<file path="config.mk">
export PLATFORM = sky130hd
export DESIGN_NAME = game_tick_divider
export DESIGN_NICKNAME = d
export VERILOG_FILES = /design/src/rtl/game_tick_divider.sv
export SDC_FILE = /design/constraint.sdc
export NUM_CORES = 1
export LEC_CHECK = 0
export ABC_AREA = 1
export BUFFER_PORTS_ARGS = -buffer_cell sky130_fd_sc_hd__buf_2
export CAP_MARGIN = 40
export CORE_UTILIZATION = 55
export DETAILED_ROUTE_END_ITERATION = 7
export PLACE_DENSITY = 0.78
export SYNTH_ARGS = -nofsm -noshare
export SYNTH_HDL_FRONTEND = slang
export SYNTH_SLANG_ARGS = --single-unit
</file>
<file path="constraint.sdc">
create_clock -name ClockIn -period 2.35 [get_ports ClockIn]
set_input_delay 0.3525 -clock ClockIn [delete_from_list [all_inputs] [get_ports ClockIn]]
set_output_delay 0.3525 -clock ClockIn [all_outputs]
set_load 0.005 [all_outputs]
</file>
<file path="src/rtl/game_tick_divider.sv">
// Programmable game timebase: one-cycle Enable strobe every P clocks with
// start/pause/resume, one-shot or periodic mode, deferred period reload and
// a wrapping tick counter. Optional auto-speedup ramp: DIV_AUTOSPEED_EN.
//
// Ports:
//   ClockIn, Reset      clock, synchronous active-high reset
//   Start, Stop         start/resume and pause requests
//   OneShot             mode, latched when leaving IDLE/DONE
//   PeriodIn/PeriodLoad period write (0 is stored as 1)
//   Enable              registered one-cycle tick strobe
//   Busy, Done          RUN/PAUSE and DONE state flags
//   TickCount           strobes since last start, wraps
module game_tick_divider #(
    parameter int WIDTH          = 27,
    parameter int DEFAULT_PERIOD = 50000000,
    parameter int CNT_WIDTH      = 8,
    parameter int MIN_PERIOD     = 5000000,
    parameter int SPEEDUP_LOG2   = 3
) (
    input  logic                 ClockIn,
    input  logic                 Reset,
    input  logic                 Start,
    input  logic                 Stop,
    input  logic                 OneShot,
    input  logic [WIDTH-1:0]     PeriodIn,
    input  logic                 PeriodLoad,
    output logic                 Enable,
    output logic                 Busy,
    output logic                 Done,
    output logic [CNT_WIDTH-1:0] TickCount
);

    localparam logic [1:0] S_IDLE  = 2'd0;
    localparam logic [1:0] S_RUN   = 2'd1;
    localparam logic [1:0] S_PAUSE = 2'd2;
    localparam logic [1:0] S_DONE  = 2'd3;

    localparam logic [WIDTH-1:0] ONE   = WIDTH'(1);
    localparam logic [WIDTH-1:0] DEF_R = WIDTH'(DEFAULT_PERIOD);
    localparam logic [WIDTH-1:0] DEF_P = (DEF_R == '0) ? ONE : DEF_R;

    logic [1:0]           state_q, state_d;
    logic [WIDTH-1:0]     cnt_q, cnt_d;
    logic [WIDTH-1:0]     period_q, period_d;
    logic [WIDTH-1:0]     pend_q, pend_d;
    logic                 pend_vld_q, pend_vld_d;
    logic                 oneshot_q, oneshot_d;
    logic                 en_q, en_d;
    logic                 busy_q, done_q;
    logic [CNT_WIDTH-1:0] tick_q, tick_d;

    logic [WIDTH-1:0]     load_val;
    logic [WIDTH-1:0]     commit_p;
    logic [WIDTH-1:0]     reload_p;
    logic [CNT_WIDTH-1:0] tick_inc;

    // A zero period would never strobe; clamp it to one.
    assign load_val = (PeriodIn == '0) ? ONE : PeriodIn;
    assign tick_inc = tick_q + CNT_WIDTH'(1);

    // Value taking effect at a reload: a same-edge write beats an
    // older pending write, which beats the current period.
    assign commit_p = PeriodLoad ? load_val :
                      (pend_vld_q ? pend_q : period_q);

`ifdef DIV_AUTOSPEED_EN
    localparam logic [WIDTH-1:0] MIN_P = WIDTH'(MIN_PERIOD);

    logic [WIDTH-1:0] shrunk;
    logic [WIDTH-1:0] speed_p;
    logic             speed_hit;

    assign shrunk  = period_q - (period_q >> 4);
    assign speed_p = (shrunk < MIN_P) ? MIN_P : shrunk;

    // Explicit period writes take precedence over the ramp.
    assign speed_hit = !oneshot_q && !PeriodLoad && !pend_vld_q &&
                       (tick_inc[SPEEDUP_LOG2-1:0] == '0);

    assign reload_p = speed_hit ? speed_p : commit_p;
`else
    logic unused_params;
    assign unused_params = (MIN_PERIOD == SPEEDUP_LOG2);
    assign reload_p = commit_p;
`endif

    always_comb begin
        state_d    = state_q;
        cnt_d      = cnt_q;
        period_d   = period_q;
        pend_d     = pend_q;
        pend_vld_d = pend_vld_q;
        oneshot_d  = oneshot_q;
        tick_d     = tick_q;
        en_d       = 1'b0;

        unique case (state_q)
            S_IDLE, S_DONE: begin
                if (PeriodLoad) begin
                    period_d = load_val;
                end
                if (Start && !Stop) begin
                    cnt_d     = (PeriodLoad ? load_val : period_q) - ONE;
                    oneshot_d = OneShot;
                    tick_d    = '0;
                    state_d   = S_RUN;
                end
            end
            S_RUN: begin
                if (PeriodLoad) begin
                    pend_d     = load_val;
                    pend_vld_d = 1'b1;
                end
                if (Stop) begin
                    // Stop wins over a strobe due on this edge.
                    state_d = S_PAUSE;
                end else if (cnt_q == '0) begin
                    en_d       = 1'b1;
                    tick_d     = tick_inc;
                    period_d   = reload_p;
                    pend_vld_d = 1'b0;
                    if (oneshot_q) begin
                        state_d = S_DONE;
                    end else begin
                        cnt_d = reload_p - ONE;
                    end
                end else begin
                    cnt_d = cnt_q - ONE;
                end
            end
            S_PAUSE: begin
                if (PeriodLoad) begin
                    pend_d     = load_val;
                    pend_vld_d = 1'b1;
                end
                if (Start && !Stop) begin
                    state_d = S_RUN;
                end
            end
        endcase
    end

    always_ff @(posedge ClockIn) begin
        if (Reset) begin
            state_q    <= S_IDLE;
            cnt_q      <= '0;
            period_q   <= DEF_P;
            pend_q     <= '0;
            pend_vld_q <= 1'b0;
            oneshot_q  <= 1'b0;
            tick_q     <= '0;
            en_q       <= 1'b0;
            busy_q     <= 1'b0;
            done_q     <= 1'b0;
        end else begin
            state_q    <= state_d;
            cnt_q      <= cnt_d;
            period_q   <= period_d;
            pend_q     <= pend_d;
            pend_vld_q <= pend_vld_d;
            oneshot_q  <= oneshot_d;
            tick_q     <= tick_d;
            en_q       <= en_d;
            busy_q     <= (state_d == S_RUN) || (state_d == S_PAUSE);
            done_q     <= (state_d == S_DONE);
        end
    end

    assign Enable    = en_q;
    assign Busy      = busy_q;
    assign Done      = done_q;
    assign TickCount = tick_q;

endmodule

</file>
; Word level (Yosys, flattened, before mapping)
; Index checks and enable logic that the tools add are counted.
[classes]
eq_ne = 10
bitwise = 1
addsub = 4
mux = 26
reduce_logical = 17
[ops]
columns = cell, n
row1 = $mux W27, 10
row2 = $pmux W27 S2, 2
row3 = $sub A27 B1 Y27 const B, 3
row4 = $logic_not A27 Y1, 2
row5 = $mux W8, 3
row6 = $pmux W8 S2, 1
row7 = $add A8 B1 Y8 const B, 1
row8 = $eq A2 B2 Y1 const B, 4
row9 = $mux W2, 4
row10 = $reduce_and A4 Y1, 2
row11 = $ne A2 B2 Y1 const B, 3
row12 = $reduce_or A3 Y1, 2
row13 = $eq A2 B1 Y1 const B, 2
row14 = $mux W1, 4
row15 = $pmux W2 S2, 1
row16 = $reduce_and A2 Y1, 2
row17 = $reduce_bool A2 Y1, 2
row18 = $reduce_or A2 Y1, 2
row19 = $ne A3 B3 Y1 const B, 1
row20 = $reduce_and A3 Y1, 1
row21 = $logic_not A2 Y1, 1
row22 = $pmux W1 S2, 1
row23 = $logic_and A1 B1 Y1, 1
row24 = $logic_not A1 Y1, 1
row25 = other kinds (2), 2
[word_totals]
word_cells = 68
regBits = 96
inputBits = 33

; Longest topological paths before layout
; Gate-level depths: netlist of run 1.
[depth]
ltp_word = 8
depth_mapped = 23
mapped_depth_nobuf = 23

; Worst setup path before layout of run 1
; OpenSTA, ideal clock, no wires.
[synth_timing]
path_type = reg-to-reg
startpoint = reg state_q[1]
endpoint = reg cnt_q[14]
arrival_time_ns = 2.199
stages_incl_launch_ff = 17
path_slack_ns = 0.042
t_required_ns = 2.241
setup_time_ns = 0.109
cell_sequence = dfxtp_1 -> inv_1 -> ha_1 -> buf_4 -> buf_2 -> buf_2 -> nand2_1 -> nand2_1 -> inv_1 -> ha_1 -> nand3_2 -> nor2_1 -> nand2_1 -> xor2_1 -> nand2_1 -> nand2_1 -> inv_1
[synth_between]
elab_chain_len = 4
[synth_rtl]
columns = item, line
row1 = start: declaration, 42  ; logic [1:0] state_q, state_d;
row2 = start signal: assignment, 156  ; state_q <= state_d;
row3 = $eq A2 B2 Y1 or $logic_not A2 Y1 (tied branches), 97  ; unique case (state_q)
row4 = $reduce_or A2 Y1, 97
row5 = $ne A2 B2 Y1 (no line) or $reduce_bool A2 Y1 (tied branches), -
row6 = $reduce_and A4 Y1 (no line), -
row7 = end signal: assignment, 157  ; cnt_q <= cnt_d;
row8 = end: declaration, 43  ; logic [WIDTH-1:0] cnt_q, cnt_d;
; Several ways; a longest one is shown, not always the timed one.
; A chain may end at the register's enable or synchronous reset.

; Final worst setup path of run 1
[layout_timing]
startpoint = reg cnt_q[5]
endpoint = reg cnt_q[25]
[layout_between]
elab_chain_len = 4
[layout_rtl]
columns = item, line
row1 = $sub A27 B1 Y27 or $logic_not A27 Y1 (tied branches), "128, 117"
row2 = $mux W27, 117  ; end else if (cnt_q == '0) begin
row3 = $mux W27, 114  ; if (Stop) begin
row4 = $pmux W27 S2, 97
; Several ways; a longest one is shown, not always the timed one. The select of a mux whose other input is x is not followed.

==> results of run 1 <==
sequential cells by signal (all words and copies together), names as in the netlist:
register / cells
Enable: 1
TickCount: 8
oneshot_q: 1
Done: 1
period_q: 27
pend_q: 27
Busy: 1
cnt_q: 27
pend_vld_q: 1
state_q: 2
final timing paths:
check	endpoint	depth (start not counted)	slack, ns
hold reg to reg	pend_q[10]	2	0.47
setup / recovery	cnt_q[25]	21	0.09
hold / removal	pend_q[3]	3	0.27
setup reg to reg	cnt_q[25]	21	0.09
cells in the final DEF (no fill, tap or decap), types with 25 or more instances in the layout:
cell type / count
nand2_2: 30
dfxtp_1: 87
nand2_1: 313
buf_2: 43
a21oi_1: 126
buf_4: 65
o21ai_0: 59
nor2_1: 94
nor2_2: 25
nand3_1: 31
inv_1: 118
cells by family (layout without fill, tap and decap cells):
family          count (synthesis)  after routing  synth area share [%]
compound gates                244            244                  21.2
buf+inv                       181            268                  12.1
simple gates                  531            531                  34.6
flops                          96             96                  30.6
xor+xnor                        4              4                 0.558
fa+ha+maj                       5              5                 0.997
synth_stat cells (2+ instances only):
master    instances  area, um^2
a21oi_1         130         651
a21oi_2           5        43.8
a21oi_4           2        32.5
a221oi_1          3        26.3
a31oi_1           2        12.5
buf_1             4        15.0
buf_2            14        70.1
buf_4             6        45.0
buf_6             5        56.3
clkbuf_1         23        86.3
dfxtp_1          96        1920
ha_1              5        62.6
inv_1           124         465
inv_2             4        15.0
nand2_1         341        1280
nand2_2           6        37.5
nand3_1          33         165
nand4_1           3        18.8
nor2_1          117         439
nor2_2           12        75.1
nor2_4            4        45.0
nor3_1            4        20.0
nor3_2            2        20.0
nor3b_1           3        22.5
o211ai_1         15         113
o21ai_0          63         315
o21ai_1          18        90.1
or2_2             2        12.5
xor2_1            4        35.0
layer usage:
layer | wire length [um] | vias to the layer above | share of wire, %
met5 | 0 | - | 0
met4 | 755 | 0 | 3.9
met3 | 1180 | 60 | 6.1
met2 | 9330 | 281 | 48
met1 | 8070 | 3202 | 42
li1 | - | 3527 | -
metrics by stage:
stage | total power, mW | setup WS [ns]
floorplan | 3.40 | 0.0422
global placement | 4.04 | -0.0257
detailed placement | 4.08 | -0.0666
CTS | 5.75 | 0.00111
global route | 6.39 | -0.0536
finish | 6.05 | 0.0879
cell type report:
cell class	count	area [um^2]
multi-input combinational	784	3880
fill	920	3210
sequential	96	1930
timing repair buffer	122	953
inverter	129	490
clock buffer	10	239
tap	140	175
clock inverter	6	92.6
timing repair inverter	1	7.51
power breakdown:
part,switching (mW),internal (mW)
logic,1.51,0.890
registers,0.154,1.86
clock network,0.672,0.965
timing repair:
item                                    4_1_cts  5_1_grt
endpoints found under the setup margin       14       49
pin swaps                                     1       27
endpoints found under the hold margin         0        0
gates resized for setup                       3      102
setup buffers                                 5        6
gates cloned                                  1        2
worst reg2reg max path: stages (launching register included):
cell and delay, ns:
dfxtp_2 0.35, nor2_1 0.04, nand2_1 0.09, nor2_1 0.06, nand2_1 0.12, nor2_4 0.05
buf_12 0.14, buf_6 0.13, nand2_1 0.05, nand2_1 0.05, nand2_1 0.07, nand2_2 0.11
inv_1 0.10, nand2_1 0.09, nor2_4 0.16, nand2_1 0.11, nor2_2 0.15, nand2_1 0.07
nand2_1 0.06, nand3_1 0.06, nand2_1 0.08, inv_1 0.03
==> impl_metrics.env, run 1 <==
export IMPL_worstMarginPinSlew_ns=0.611
export IMPL_drt_iter0_markers=596
export IMPL_ys_flop_type="dfxtp_1"
export IMPL_synth_avg_cell_area_um2=5.91
export IMPL_die_h_um=109
export IMPL_drt_wl_total_mm=19.3
export IMPL_port_buffers=43
export IMPL_arrival_ns=2.52
export IMPL_timing_worst_setup_path_type="reg2reg"
export IMPL_final_layout_size_suffix_gt1_share_pct=22.0
export IMPL_path_clk_slew_ns=0.07
export IMPL_fin_tns_setup_ns=0
export IMPL_fin_skew_ns=0.00806
export IMPL_num_vias=7070
export IMPL_maxSlewViolCount=0
export IMPL_postCtsHoldBufs=0
export IMPL_fin_util_pct=70.8
export IMPL_peakVddDrop_mv=0.606
export IMPL_place_gp_congestion=0.971
export IMPL_row_count=38
export IMPL_start_kind="register"
export IMPL_diodes=0
export IMPL_rsz0062_at_grt="yes"
export IMPL_vias_per_cell=5.49
export IMPL_hp_start="PeriodIn[3]"
export IMPL_clk_insertion_delay_late_ns=0.36
export IMPL_synth_edf_count=0
export IMPL_fin_crit_sh_pct=96.3
export IMPL_path_delay_family="simple AND/OR/NAND/NOR gates"
export IMPL_area_growth_pct=24.0
export IMPL_root_buffer="clkbuf_16"
export IMPL_cp_end_kind="register"
export IMPL_fmax_mhz=442
export IMPL_ctsHtreeMaxLevel=3
export IMPL_synthCells=1061
export IMPL_cap_violations=0
export IMPL_firstDrtPassIters=6
export IMPL_setup_viol=0
export IMPL_worst_endpoint_required_ns=2.61
export IMPL_clockBufferDepth=2
export IMPL_fin_crit_ns=2.26
export IMPL_leakage_nw=3.68
export IMPL_worstPathCellList="nor2_1 -> nand2_1 -> nor2_1 -> nand2_1 -> nor2_4 -> buf_12 -> buf_6 -> nand2_1 -> nand2_1 -> nand2_1 -> nand2_2 -> inv_1 -> nand2_1 -> nor2_4 -> nand2_1 -> nor2_2 -> nand2_1 -> nand2_1 -> nand3_1 -> nand2_1 -> inv_1"
export IMPL_use_met1_pct=40.8
export IMPL_die_area_um2=11800
export IMPL_postSynth_asyncResetShare_pct=0
export IMPL_crit_start="cnt_q[5]"
export IMPL_wl_per_cell_um=15.0
export IMPL_antenna_found_initial=0
export IMPL_hold_ws_ns=0.268
export IMPL_grtUsageMet3_pct=5.20
export IMPL_synth_cell_type_count=40
export IMPL_path_common_cell="nand2_1"
export IMPL_core_region_area_um2=11000
export IMPL_hp_class="in2reg"
export IMPL_critPathSlowestCell="dfxtp_2"
export IMPL_clkSinkCount=96
export IMPL_p_per_area_nw_per_um2=778
export IMPL_synth_seq_area_share_pct=30.6
export IMPL_max_stage_delay_ns=0.35
export IMPL_crit_buf_inv=4
export IMPL_yosysWarnings=0
export IMPL_first_global_vias=6481
export IMPL_synth_seq_cells=96
export IMPL_grtUsageMet2_pct=57.5
export IMPL_cts_buffers=9
export IMPL_grt_start_max_net_pins=51
export IMPL_cts_tree="yes"
export IMPL_hold_violations=0
export IMPL_final_antenna_net_count=0
export IMPL_status="finished, final reports clean"
export IMPL_cp_max_fo=9
export IMPL_io_pins=44
export IMPL_fp_dieW_um=109
export IMPL_dp_cells=1258
export IMPL_fin_area_um2=7780
export IMPL_fin_cells=1288
export IMPL_grt_usage_pct=33.4
export IMPL_finalNetCount=1181
export IMPL_dp_final_hpwl_mm=13.9
export IMPL_grt_pass1_wl_mm=30.3
export IMPL_dpl_instance_area_um2=7000
export IMPL_start_util_pct=57.1
export IMPL_grt_busiest_layer="met2"
export IMPL_relSlewSlack_pct=59.2
export IMPL_syn_area_um2=6270
export IMPL_r2r_start="cnt_q[5]"
export IMPL_drc=0
export IMPL_grt_ovfl_total=0
export IMPL_syn_nets=1099
No activity file was read; power rests on OpenSTA's default activity.
==> run 2: changes to the inputs <==
--- a/config.mk
+++ b/config.mk
@@ -5,7 +5,6 @@
 export SDC_FILE = /design/constraint.sdc
 export NUM_CORES = 1
 export LEC_CHECK = 0
-export ABC_AREA = 1
 export BUFFER_PORTS_ARGS = -buffer_cell sky130_fd_sc_hd__buf_2
 export CAP_MARGIN = 40
 export CORE_UTILIZATION = 55
==> impl_metrics.env, run 2 <==
export IMPL_cp_max_fo=7
export IMPL_violations="setup timing"
export IMPL_first_global_vias=6361
export IMPL_synth_area_top_cells="dfxtp_1 (32%), nand2_1 (8.4%), a21oi_1 (5.5%)"
export IMPL_arrival_ns=3.21
export IMPL_rsz0062_at_grt="yes"
export IMPL_grt_busiest_layer="met2"
export IMPL_path_common_cell="nor4_4"
export IMPL_p_per_area_nw_per_um2=704
export IMPL_fp_dieW_um=106
export IMPL_grt_pass1_wl_mm=33.2
export IMPL_status="complete, but fails checks"
export IMPL_synth_edf_count=0
export IMPL_synthSimpleGateAreaFrac_pct=26.8
export IMPL_row_count=37
export IMPL_yosys_area_top_type="dfxtp_1"
export IMPL_dpl_instance_area_um2=7480
export IMPL_synthCells=743
export IMPL_final_layout_size_suffix_gt1_share_pct=43.4
export IMPL_core_region_area_um2=10400
export IMPL_grt_usage_pct=38.6
export IMPL_fin_crit_ns=2.91
export IMPL_peakVddDrop_mv=0.503
export IMPL_use_met1_pct=51.9
export IMPL_area_growth_pct=47.0
export IMPL_worstMarginPinSlew_ns=0.573
export IMPL_fin_skew_ns=0.0140
export IMPL_dp_cells=1048
export IMPL_start_kind="register"
export IMPL_fin_cells=1099
export IMPL_port_buffers=43
export IMPL_clk_insertion_delay_late_ns=0.42
export IMPL_cap_violations=0
export IMPL_die_h_um=106
export IMPL_ys_flop_type="dfxtp_1"
export IMPL_layout_cells_most_common_list="buf_4 (184), nand2_1 (126), dfxtp_1 (78), a21oi_1 (58), nor2_1 (51)"
export IMPL_path_clk_slew_ns=0.11
export IMPL_rr_worst_depth=10
export IMPL_worstPathCellList="nor4_4 -> buf_4 -> nand4_4 -> buf_12 -> o221a_1 -> nor2_1 -> nand3_1 -> nor4_4 -> xor2_1 -> a211oi_2"
export IMPL_finalNetCount=996
export IMPL_synth_seq_area_share_pct=32.5
export IMPL_yosysWarnings=0
export IMPL_critPathSlowestCell="dfxtp_2"
export IMPL_syn_area_um2=5920
export IMPL_fin_ws_ns=-0.559
export IMPL_fillers=585
export IMPL_leakage_nw=3.69
export IMPL_drc=0
export IMPL_fmax_mhz=344
export IMPL_grt_start_max_net_pins=34
export IMPL_cp_end_kind="register"
export IMPL_clkSinkCount=96
export IMPL_synth_seq_cells=96
export IMPL_syn_nets=781
export IMPL_drt_iter0_markers=1216
export IMPL_worst_endpoint_required_ns=2.65
export IMPL_synth_xor_area_share_pct=2.81
export IMPL_grtUsageMet2_pct=59.8
export IMPL_synthAdderAreaFrac_pct=1.06
export IMPL_relSlewSlack_pct=61.4
export IMPL_cts_tree="yes"
export IMPL_synth_cell_type_count=80
export IMPL_diodes=0
export IMPL_start_util_pct=57.1
export IMPL_synth_top_area_share_pct=32.5
export IMPL_top_regs="cnt_q (27), pend_q (27), period_q (27)"
export IMPL_grt_ovfl_total=0
export IMPL_synthMuxAreaShare_pct=5.75
export IMPL_max_stage_delay_ns=0.36
export IMPL_fin_area_um2=8700
export IMPL_timing_worst_setup_path_type="reg2reg"
export IMPL_postCtsHoldBufs=0
export IMPL_synth_compound_area_share_pct=25.7
export IMPL_vias_per_cell=6.74
export IMPL_synth_most_common_cell="nand2_1"
export IMPL_place_gp_congestion=0.951
export IMPL_seq_area_um2=1940
export IMPL_drt_wl_total_mm=25.7
export IMPL_grtUsageMet3_pct=8.10
export IMPL_layout_commonest_cell="buf_4"
export IMPL_fin_util_pct=83.9
export IMPL_synth_top_family_by_area="simple AND/OR/NAND/NOR gates"
export IMPL_firstDrtPassIters=8
export IMPL_num_vias=7407
export IMPL_cts_buffers=9
export IMPL_postSynth_asyncResetShare_pct=0
export IMPL_io_pins=44
export IMPL_root_buffer="clkbuf_8"
export IMPL_multi_input_area_um2=4320
export IMPL_setup_viol=37
export IMPL_wl_per_cell_um=23.4
export IMPL_hold_violations=0
export IMPL_final_antenna_net_count=0
export IMPL_synth_avg_cell_area_um2=7.97
export IMPL_fin_crit_sh_pct=124
export IMPL_die_area_um2=11200
export IMPL_ys_top_cells_by_count="nand2_1 (132), dfxtp_1 (96), a21oi_1 (65)"
export IMPL_maxSlewViolCount=0
export IMPL_clockBufferDepth=2
export IMPL_ctsHtreeMaxLevel=3
export IMPL_min_path_cells=3
export IMPL_dp_final_hpwl_mm=14.7
export IMPL_fin_tns_setup_ns=-10.06
export IMPL_antenna_found_initial=0
export IMPL_hp_class="in2reg"
==> run 2: cell count changes after synthesis, moves of 11 or more <==
cell,delta
a211oi_1,+15
a21oi_1,-65
inv_1,-110
mux2i_1,+25
nand2_1,-209
nor2_1,-56
nor4_1,+11
o211ai_1,-13
o21ai_0,-18
o21ai_1,-16
==> run 2: report_power, final <==
part	internal (mW)	switching (mW)	leakage, nW
clock	0.710	0.667	0.124
combinational	1.27	1.54	2.77
sequential	1.79	0.151	0.793
==> run 2: stage by stage <==
stage	hold slack [ns]	setup slack [ns]	total power, mW
floorplan	0.432	-0.204	3.08
global placement	0.440	-0.242	3.90
detailed placement	0.451	-0.312	3.98
CTS	0.194	-0.250	5.51
global route	0.186	-0.636	6.28
finish	0.184	-0.559	6.13
==> run 2: final timing paths <==
kind	startpoint	to	slack, ns
max	cnt_q[15]	cnt_q[20]	-0.56
min	PeriodIn[1]	pend_q[1]	0.18
min reg2reg	pend_q[5]	pend_q[5]	0.46
max reg2reg	cnt_q[15]	cnt_q[20]	-0.56
==> run 2: cell families after synthesis <==
group           count (synthesis)
mux                            33
xor+xnor                       19
fa+ha+maj                       5
simple gates                  307
compound gates                216
buf+inv                        67
flops                          96
==> run 2: cell type report <==
type / instances / share of cell area (%)
multi-input cells: 580 / 49.6
repair buffers: 254 / 22.6
inverters: 17 / 0.733
clock buffers: 9 / 1.42
well taps: 136 / 1.95
clock inverters: 7 / 1.35
flip-flops and latches: 96 / 22.3
==> run 2: routing by layer <==
metal  vias up  share of wire (%)  routed length (um)
li1       3111                  -                   -
met1      3398                 36                9300
met2       694                 43               11100
met3       204                 13                3350
met4         0                7.3                1880
met5         -                  0                   0
==> run 2: critical path: cells and delay by family, from the launching register on <==
family                 cells  cell delay [ns]
AO/OA/AOI/OAI              2             0.35
XOR/XNOR                   1             0.28
buffers and inverters      2             0.40
flip-flops                 1             0.36
AND/OR/NAND/NOR            5             1.39
==> run 2: what timing repair did <==
action | in CTS | in global routing
pin swaps | 22 | 51
setup endpoints to repair | 37 | 55
gates cloned | 1 | 4
resized for setup | 49 | 102
buffers inserted | 10 | 25
